## src/rtl/dmem_arb_pkg.sv

```systemverilog
// Shared definitions for the data-memory arbiter: owner encodings and default
// starvation parameters.
package dmem_arb_pkg;

  typedef enum logic [1:0] {
    OWN_IDLE  = 2'd0,
    OWN_CPU   = 2'd1,
    OWN_DMA   = 2'd2,
    OWN_FORCE = 2'd3
  } owner_t;

  localparam int STARVE_LIMIT_DEF = 8;
  localparam int CNT_W_DEF        = 4;

endpackage

```

## src/rtl/arb_starve_cnt.sv

```systemverilog
// Saturating count of consecutive cycles in which a pending DMA request was
// denied; at_limit tells the arbiter to force a DMA slot.
module arb_starve_cnt
  import dmem_arb_pkg::*;
#(
  parameter int LIMIT = STARVE_LIMIT_DEF,
  parameter int W     = CNT_W_DEF
) (
  input  logic clk,
  input  logic rst_n,
  input  logic inc,
  input  logic clr,
  output logic at_limit
);

  localparam logic [W-1:0] LIM = W'(LIMIT);

  logic [W-1:0] count;

  assign at_limit = (count == LIM);

  // clr wins over inc; the count parks at LIM until cleared.
  always_ff @(posedge clk) begin
    if (!rst_n) begin
      count <= '0;
    end else if (clr) begin
      count <= '0;
    end else if (inc && !at_limit) begin
      count <= count + 1'b1;
    end
  end

endmodule

```

## src/rtl/dmem_arbiter.sv

```systemverilog
// Shares the single-port data RAM between the CPU data port and one DMA
// requester. CPU has priority; a starved DMA request steals one slot.
module dmem_arbiter
  import dmem_arb_pkg::*;
#(
  parameter int CPU_WIDTH    = 16,
  parameter int STARVE_LIMIT = STARVE_LIMIT_DEF,
  parameter int CNT_W        = CNT_W_DEF
) (
  input  logic                 clk,
  input  logic                 rst_n,
  input  logic                 cpu_req,
  input  logic                 cpu_we,
  input  logic [CPU_WIDTH-1:0] cpu_addr,
  input  logic [CPU_WIDTH-1:0] cpu_wd,
  output logic [CPU_WIDTH-1:0] cpu_rd,
  output logic                 cpu_stall,
  input  logic                 dma_req,
  input  logic                 dma_we,
  input  logic [CPU_WIDTH-1:0] dma_addr,
  input  logic [CPU_WIDTH-1:0] dma_wd,
  output logic                 dma_gnt,
  output logic                 dma_rvalid,
  output logic [CPU_WIDTH-1:0] dma_rd,
  output logic [1:0]           owner,
  output logic                 ram_en,
  output logic                 ram_we,
  output logic [CPU_WIDTH-1:0] ram_addr,
  output logic [CPU_WIDTH-1:0] ram_wd,
  input  logic [CPU_WIDTH-1:0] ram_rd
);

  // DMA handshake: dma_req with its fields is held stable until a cycle in
  // which dma_gnt=1; that cycle performs the access. Reads return data one
  // cycle later on dma_rvalid/dma_rd; writes produce no response.

  logic   at_limit;
  logic   force_slot;
  logic   cpu_active;
  logic   starve_inc;
  owner_t owner_q;
  owner_t owner_next;

  arb_starve_cnt #(
    .LIMIT (STARVE_LIMIT),
    .W     (CNT_W)
  ) u_starve_cnt (
    .clk      (clk),
    .rst_n    (rst_n),
    .inc      (starve_inc),
    .clr      (!starve_inc),
    .at_limit (at_limit)
  );

  assign force_slot = dma_req && at_limit;
  assign dma_gnt    = rst_n && dma_req && (!cpu_req || force_slot);
  assign cpu_stall  = cpu_req && dma_gnt;
  assign cpu_active = cpu_req && !cpu_stall;
  assign starve_inc = dma_req && !dma_gnt;

  assign ram_addr = dma_gnt ? dma_addr : cpu_addr;
  assign ram_wd   = dma_gnt ? dma_wd   : cpu_wd;
  assign ram_we   = rst_n && (dma_gnt ? dma_we : (cpu_we && cpu_req));
  assign ram_en   = rst_n && (dma_gnt || cpu_active);
  assign cpu_rd   = cpu_active ? ram_rd : '0;

  always_comb begin
    owner_next = OWN_IDLE;
    if (dma_gnt && force_slot) begin
      owner_next = OWN_FORCE;
    end else if (dma_gnt) begin
      owner_next = OWN_DMA;
    end else if (cpu_active) begin
      owner_next = OWN_CPU;
    end
  end

  always_ff @(posedge clk) begin
    if (!rst_n) begin
      owner_q    <= OWN_IDLE;
      dma_rvalid <= 1'b0;
      dma_rd     <= '0;
    end else begin
      owner_q    <= owner_next;
      dma_rvalid <= dma_gnt && !dma_we;
      if (dma_gnt && !dma_we) begin
        dma_rd <= ram_rd;
      end
    end
  end

  assign owner = owner_q;

endmodule

```

## config.mk

```make
export PLATFORM = sky130hd
export DESIGN_NAME = dmem_arbiter
export DESIGN_NICKNAME = d
export VERILOG_FILES = /design/src/rtl/dmem_arb_pkg.sv /design/src/rtl/arb_starve_cnt.sv /design/src/rtl/dmem_arbiter.sv
export SDC_FILE = /design/constraint.sdc
export NUM_CORES = 1
export LEC_CHECK = 0
export BUFFER_PORTS_ARGS = -buffer_cell sky130_fd_sc_hd__buf_2
export CORE_UTILIZATION = 40
export DETAILED_ROUTE_END_ITERATION = 10
export MAX_ROUTING_LAYER = met4
export PLACE_DENSITY = 0.87
export SLEW_MARGIN = 10
export SYNTH_ARGS = -nofsm -noshare
export SYNTH_HDL_FRONTEND = slang
export SYNTH_HIERARCHICAL = 1
export SYNTH_SLANG_ARGS = --single-unit
```

## constraint.sdc

```tcl
create_clock -name clk -period 4.4 [get_ports clk]
set_input_delay 0.44 -clock clk [delete_from_list [all_inputs] [get_ports clk]]
set_output_delay 0.44 -clock clk [all_outputs]
set_load 0.05 [all_outputs]
```

==> results of run 1 <==
[how the worst max path moves through the flow]
stage,to,slack (ns)
after floorplan,ram_we,1.70
after global placement,ram_addr[2],1.66
after detailed placement,ram_addr[1],1.59
after CTS,ram_addr[1],1.26
after global routing,ram_addr[1],1.09
final,ram_addr[1],1.27
[critical path, stage by stage, from the launching register on]
cell	delay, ns
dfxtp_1	0.38
inv_1	0.08
ha_1	0.23
nand3b_4	0.09
inv_2	0.06
nand2b_1	0.47
nand2_8	0.48
mux2_2	0.39
buf_2	0.21
[registers in the layout, indices dropped and copies added (netlist names)]
| name | cells |
|---|---|
| owner | 2 |
| dma_rvalid | 1 |
| dma_rd | 16 |
| u_starve_cnt/count | 4 |
[through the flow]
step / instance area [µm²] / utilization, % / power, µW
floorplan: 1638 / - / 431.3
global placement: 2375 / 62.52 / 501.5
detailed placement: 2375 / 62.52 / 505.0
CTS: 2420 / 63.70 / 631.4
global route: 2420 / 63.70 / 654.3
finish: 2420 / 63.70 / 629.2
[layout make-up]
cell class / instances / area, µm²
fill: 341 / 1379
multi-input combinational: 126 / 1032
timing repair buffer: 157 / 788.3
sequential: 23 / 460.4
tap: 48 / 60.06
clock buffer: 4 / 45.04
inverter: 9 / 33.78
[kinds of logic after synthesis]
logic type,after synthesis,share of synthesized area [%]
AND/OR/NAND/NOR,67,23.68
multiplexers,32,27.73
AO/OA/AOI/OAI,24,9.550
buffers and inverters,24,8.861
flip-flops,23,28.11
adder cells (fa/ha/maj),2,1.528
XOR/XNOR,1,0.5349
[power by group]
group	switching [µW]	internal, µW
Combinational	192	90.0
Clock	64.4	64.6
Sequential	3.34	215
Total	260	369
[layout by cell type (no fill, tap or decap), drive strengths merged]
cell type and count:
dfxtp 23, o21ai 18, ha 2, a21oi 5, inv 8, nor2 3
nand2b 2, nand3b 1, buf 157, nand2 21, nand4 17, and2 2
clkinv 1, mux2 32, nand3 3, or3 1, xor2 1, o21a 1
and3 17, clkbuf 4
[per-layer routing]
| layer | track usage, % | wire length (µm) |
|---|---|---|
| met1 | 22.81 | 1946 |
| met2 | 40.05 | 2699 |
| met3 | 3.276 | 335 |
| met4 | 6.915 | 70 |
| met5 | - | 0 |
==> flow_summary.ini, run 1 <==
[sta]
max_freq_ghz = 0.3199
period_minus_slack_ns = 3.126
final-max-slew-violation-count = 0
whs_ns = 0.4186
maxSlewHeadroom_pct = 50.28
setup_tns_ns = 0
clock_skew_ns = 0.003631
setup_slack_ns = 1.274
rsz0062_at_grt = no
setup_viol = 0
finalHoldViolations = 0
worst_slew_pin_slew_ns = 0.7458
final.period_utilization_pct = 71.04

[worst_setup_path]
crit_fanout = 37
cp-start-kind = flop
end_kind = output pin
reg2reg_to = u_starve_cnt/count[2]
reg2reg_from = u_starve_cnt/count[0]
arrival_ns = 2.69
path_class = reg -> out
r2r_slack_ns = 1.74
r2r.worst_path.cells = 10
crit_required_ns = 3.96
crit_start = u_starve_cnt/count[0]

[clocking]
numCtsBuffers = 3
cts_tree = done
clk_latency_ns = 0.26
holdBufCountCts = 0
cts_setup_buffers = 0
clock_path_buffers = 2
ctsResizeCount = 0
clk_pin_slew_ns = 0.08
clock-sinks = 23
htreeDepth = 1
clock-root-buffer = clkbuf_8

[logic_synthesis]
synth_cell_type_count = 29
synth_top_area_cell = dfxtp_1
postSynth.asyncResetShare_pct = 0
syn_area_um2 = 1638
synth_area_per_cell_um2 = 9.467
yosysWarnings = 6
synthTopCellsByArea = dfxtp_1 28%, mux2_4 23%, and3_1 6.5%, nand4_1 6.5%, mux2_2 4.8%
synthFlopType = dfxtp_1
synthCells = 173
seq_area_frac_synth_pct = 28.11
ys_ff_latch = 23
synth_top_cell_area_share_pct = 28.11
synth_edf_count = 0
synthMostInstantiatedCell = mux2_4
synth.top_cells.by_count = 25 x mux2_4, 23 x dfxtp_1, 20 x nand2_1
synth_fp_nets = 261

[global_route]
antenna_found_initial = 0
first_global_vias = 1579
grt_max_degree = 38
grt_use_total_pct = 21.41
grt_pass1_wl_mm = 7.038
overflow = 0

[die]
die_area_um2 = 4355
initial_utilization_pct = 43.12
fp.coreArea_um2 = 3799
num_io_pins = 157
rows = 22
fp.dieW_um = 65.99
die_h_um = 65.99

[drt]
drt_iter0_markers = 36
wl_per_cell_um = 13.76
firstDrtPassIters = 4
vias = 1814
ant_nets = 0
via_per_inst = 4.943
drc = 0
wirelength_mm = 5.051

[min_path]
hp-class = in -> reg
min_to = dma_rd[12]
holdCritStartpoint = ram_rd[12]
min_delay_path_depth = 3

[placement]
place.gp.congestion = 0.7895
numPortBuffers = 156
place_inst = 363
preCtsSetupSlack_ns = 1.592
place_hpwl_mm = 3.885

[finish]
antenna_cells = 0
final_nets = 408
syn2layout_area_growth_pct = 47.75
fin_cells = 367
drive_above_1_share_pct = 64.26

[power_and_ir_drop]
leakage_uw = 0.001399
pwr_density_cell_nw_per_um2 = 260.0
ir_drop_uv = 143.2

[run]
drv_cap = 0

[outcome]
status = finished, final reports clean
Note: power is estimated with default switching activity, not from simulation.
==> run 2: changes to the inputs <==
Settings changed: CORE_UTILIZATION 40 to 37, PLACE_DENSITY 0.87 to 0.81.
Clock period 4.4 ns to 3 ns, I/O delays scaled along.
==> run 2 against run 1 <==
Effect of this change:
- clock power grew 47%
- highest routed layer unchanged
- critical path depth unchanged
- worst hold slack got worse by 0.13 ns
- combinational power grew 48%
- wire length grew 0.46%
- largest power group unchanged
- critical path type unchanged
- sequential share of layout area is 0.19 points lower
- die area up 7.8%
- cell count up 1.4%
==> flow_summary.ini, run 2 (synthesis gave the netlist of run 1 again) <==
[finish]
top_register = dma_rd
final_common_cell = buf_2
antenna_cells = 0
final_nets = 411
syn2layout_area_growth_pct = 49.27
design_area_um2 = 2445
largest_reg_flops = 16
drive_above_1_share_pct = 64.60
layout_common_cells = 156 x buf_2, 25 x mux2_4, 23 x dfxtp_1, 20 x nand2_1
post-route-util_pct = 59.41

[placement]
placed_area_um2 = 2400
place_hpwl_mm = 3.977
numPortBuffers = 156
place.gp.congestion = 0.7779

[sta]
period_minus_slack_ns = 2.561
setup_tns_ns = 0
final-max-slew-violation-count = 0
maxSlewHeadroom_pct = 64.92
worst_slew_pin_slew_ns = 0.5247
rsz0062_at_grt = no
whs_ns = 0.2897
setup_viol = 0
max_freq_ghz = 0.3905
clock_skew_ns = 0.006047
final.period_utilization_pct = 85.36
finalHoldViolations = 0

[worst_setup_path]
path_class = reg -> out
end_kind = output pin
crit_slowest_cell = dfxtp_1
r2r_slack_ns = 0.71
cp-start-kind = flop
slowest_delay_ns = 0.38
crit_required_ns = 2.70
crit_fanout = 37
crit_path_cell_trace = inv_1 > ha_1 > nand3b_4 > inv_2 > nand2b_1 > nand2_8 > mux2_2 > buf_2
arrival_ns = 2.26

[die]
fp.coreArea_um2 = 4115
rows = 23
die_area_um2 = 4696
die_h_um = 68.53
num_io_pins = 157
initial_utilization_pct = 39.80
fp.dieW_um = 68.53

[drt]
wirelength_mm = 5.074
drt_iter0_markers = 42
drc = 0
ant_nets = 0
wl_per_cell_um = 13.64
firstDrtPassIters = 4
via_per_inst = 4.895
vias = 1821

[global_route]
overflow = 0
first_global_vias = 1512
grt_max_degree = 38
antenna_found_initial = 0
grt_pass1_wl_mm = 6.851
grt_use_total_pct = 19.81

[clocking]
cts_tree = done
ctsResizeCount = 0
clock_path_buffers = 2
numCtsBuffers = 3
clk_latency_ns = 0.26
clock-root-buffer = clkbuf_8
clock-sinks = 23
htreeDepth = 1
holdBufCountCts = 0
clk_pin_slew_ns = 0.08
cts_setup_buffers = 0

[power_and_ir_drop]
ir_drop_uv = 287.7
leakage_uw = 0.001413
pwr_density_cell_nw_per_um2 = 378.2

[run]
drv_cap = 0

[outcome]
status = finished, final reports clean

[min_path]
hp-class = in -> reg
-- run 2: report_power, final --
group          internal [µW]  total [µW]  switching, µW
logic                    134         416            282
clock network           94.6         189           94.0
registers                315         320           4.86
-- run 2: per-layer routing --
| layer | track usage (%) | up-vias | wire (µm) |
|---|---|---|---|
| met1 | 23.72 | 828 | 2031 |
| met2 | 35.54 | 77 | 2703 |
| met3 | 2.796 | 4 | 315 |
| li1 | - | 912 | - |
| met5 | - | - | 0 |
| met4 | 3.125 | 0 | 25 |
-- run 2: worst paths after layout --
| check | startpoint | end | cells after the start |
|---|---|---|---|
| max | u_starve_cnt/count[0] | ram_addr[3] | 8 |
| max reg2reg | u_starve_cnt/count[0] | u_starve_cnt/count[2] | 10 |
| min reg2reg | dma_rd[2] | dma_rd[2] | 2 |
| min | ram_rd[7] | dma_rd[7] | 3 |
-- run 2: stage by stage --
step           std cells  worst slack (ns)  total power [µW]
2_1_floorplan        173            0.4427             632.6
3_3_place_gp         368            0.8035             738.6
3_5_place_dp         368            0.7437             742.9
4_1_cts              372            0.4475             927.8
5_1_grt              372            0.3068             964.3
6_report             372            0.4391             924.6
-- run 2: worst max-delay path, delay by kind of cell, from the launching register on --
| family | cells | cell delay [ns] |
|---|---|---|
| and+or+nand+nor | 3 | 0.64 |
| DFF | 1 | 0.38 |
| muxes | 1 | 0.38 |
| buffers and inverters | 3 | 0.35 |
| adders and majority gates | 1 | 0.23 |
-- run 2: cell type report --
| type | count | area (µm²) |
|---|---|---|
| clock buffers | 4 | 45.04 |
| inverters | 9 | 33.78 |
| repair buffers | 160 | 810.8 |
| multi-input cells | 126 | 1032 |
| well taps | 50 | 62.56 |
| fillers | 366 | 1670 |
| flip-flops and latches | 23 | 460.4 |
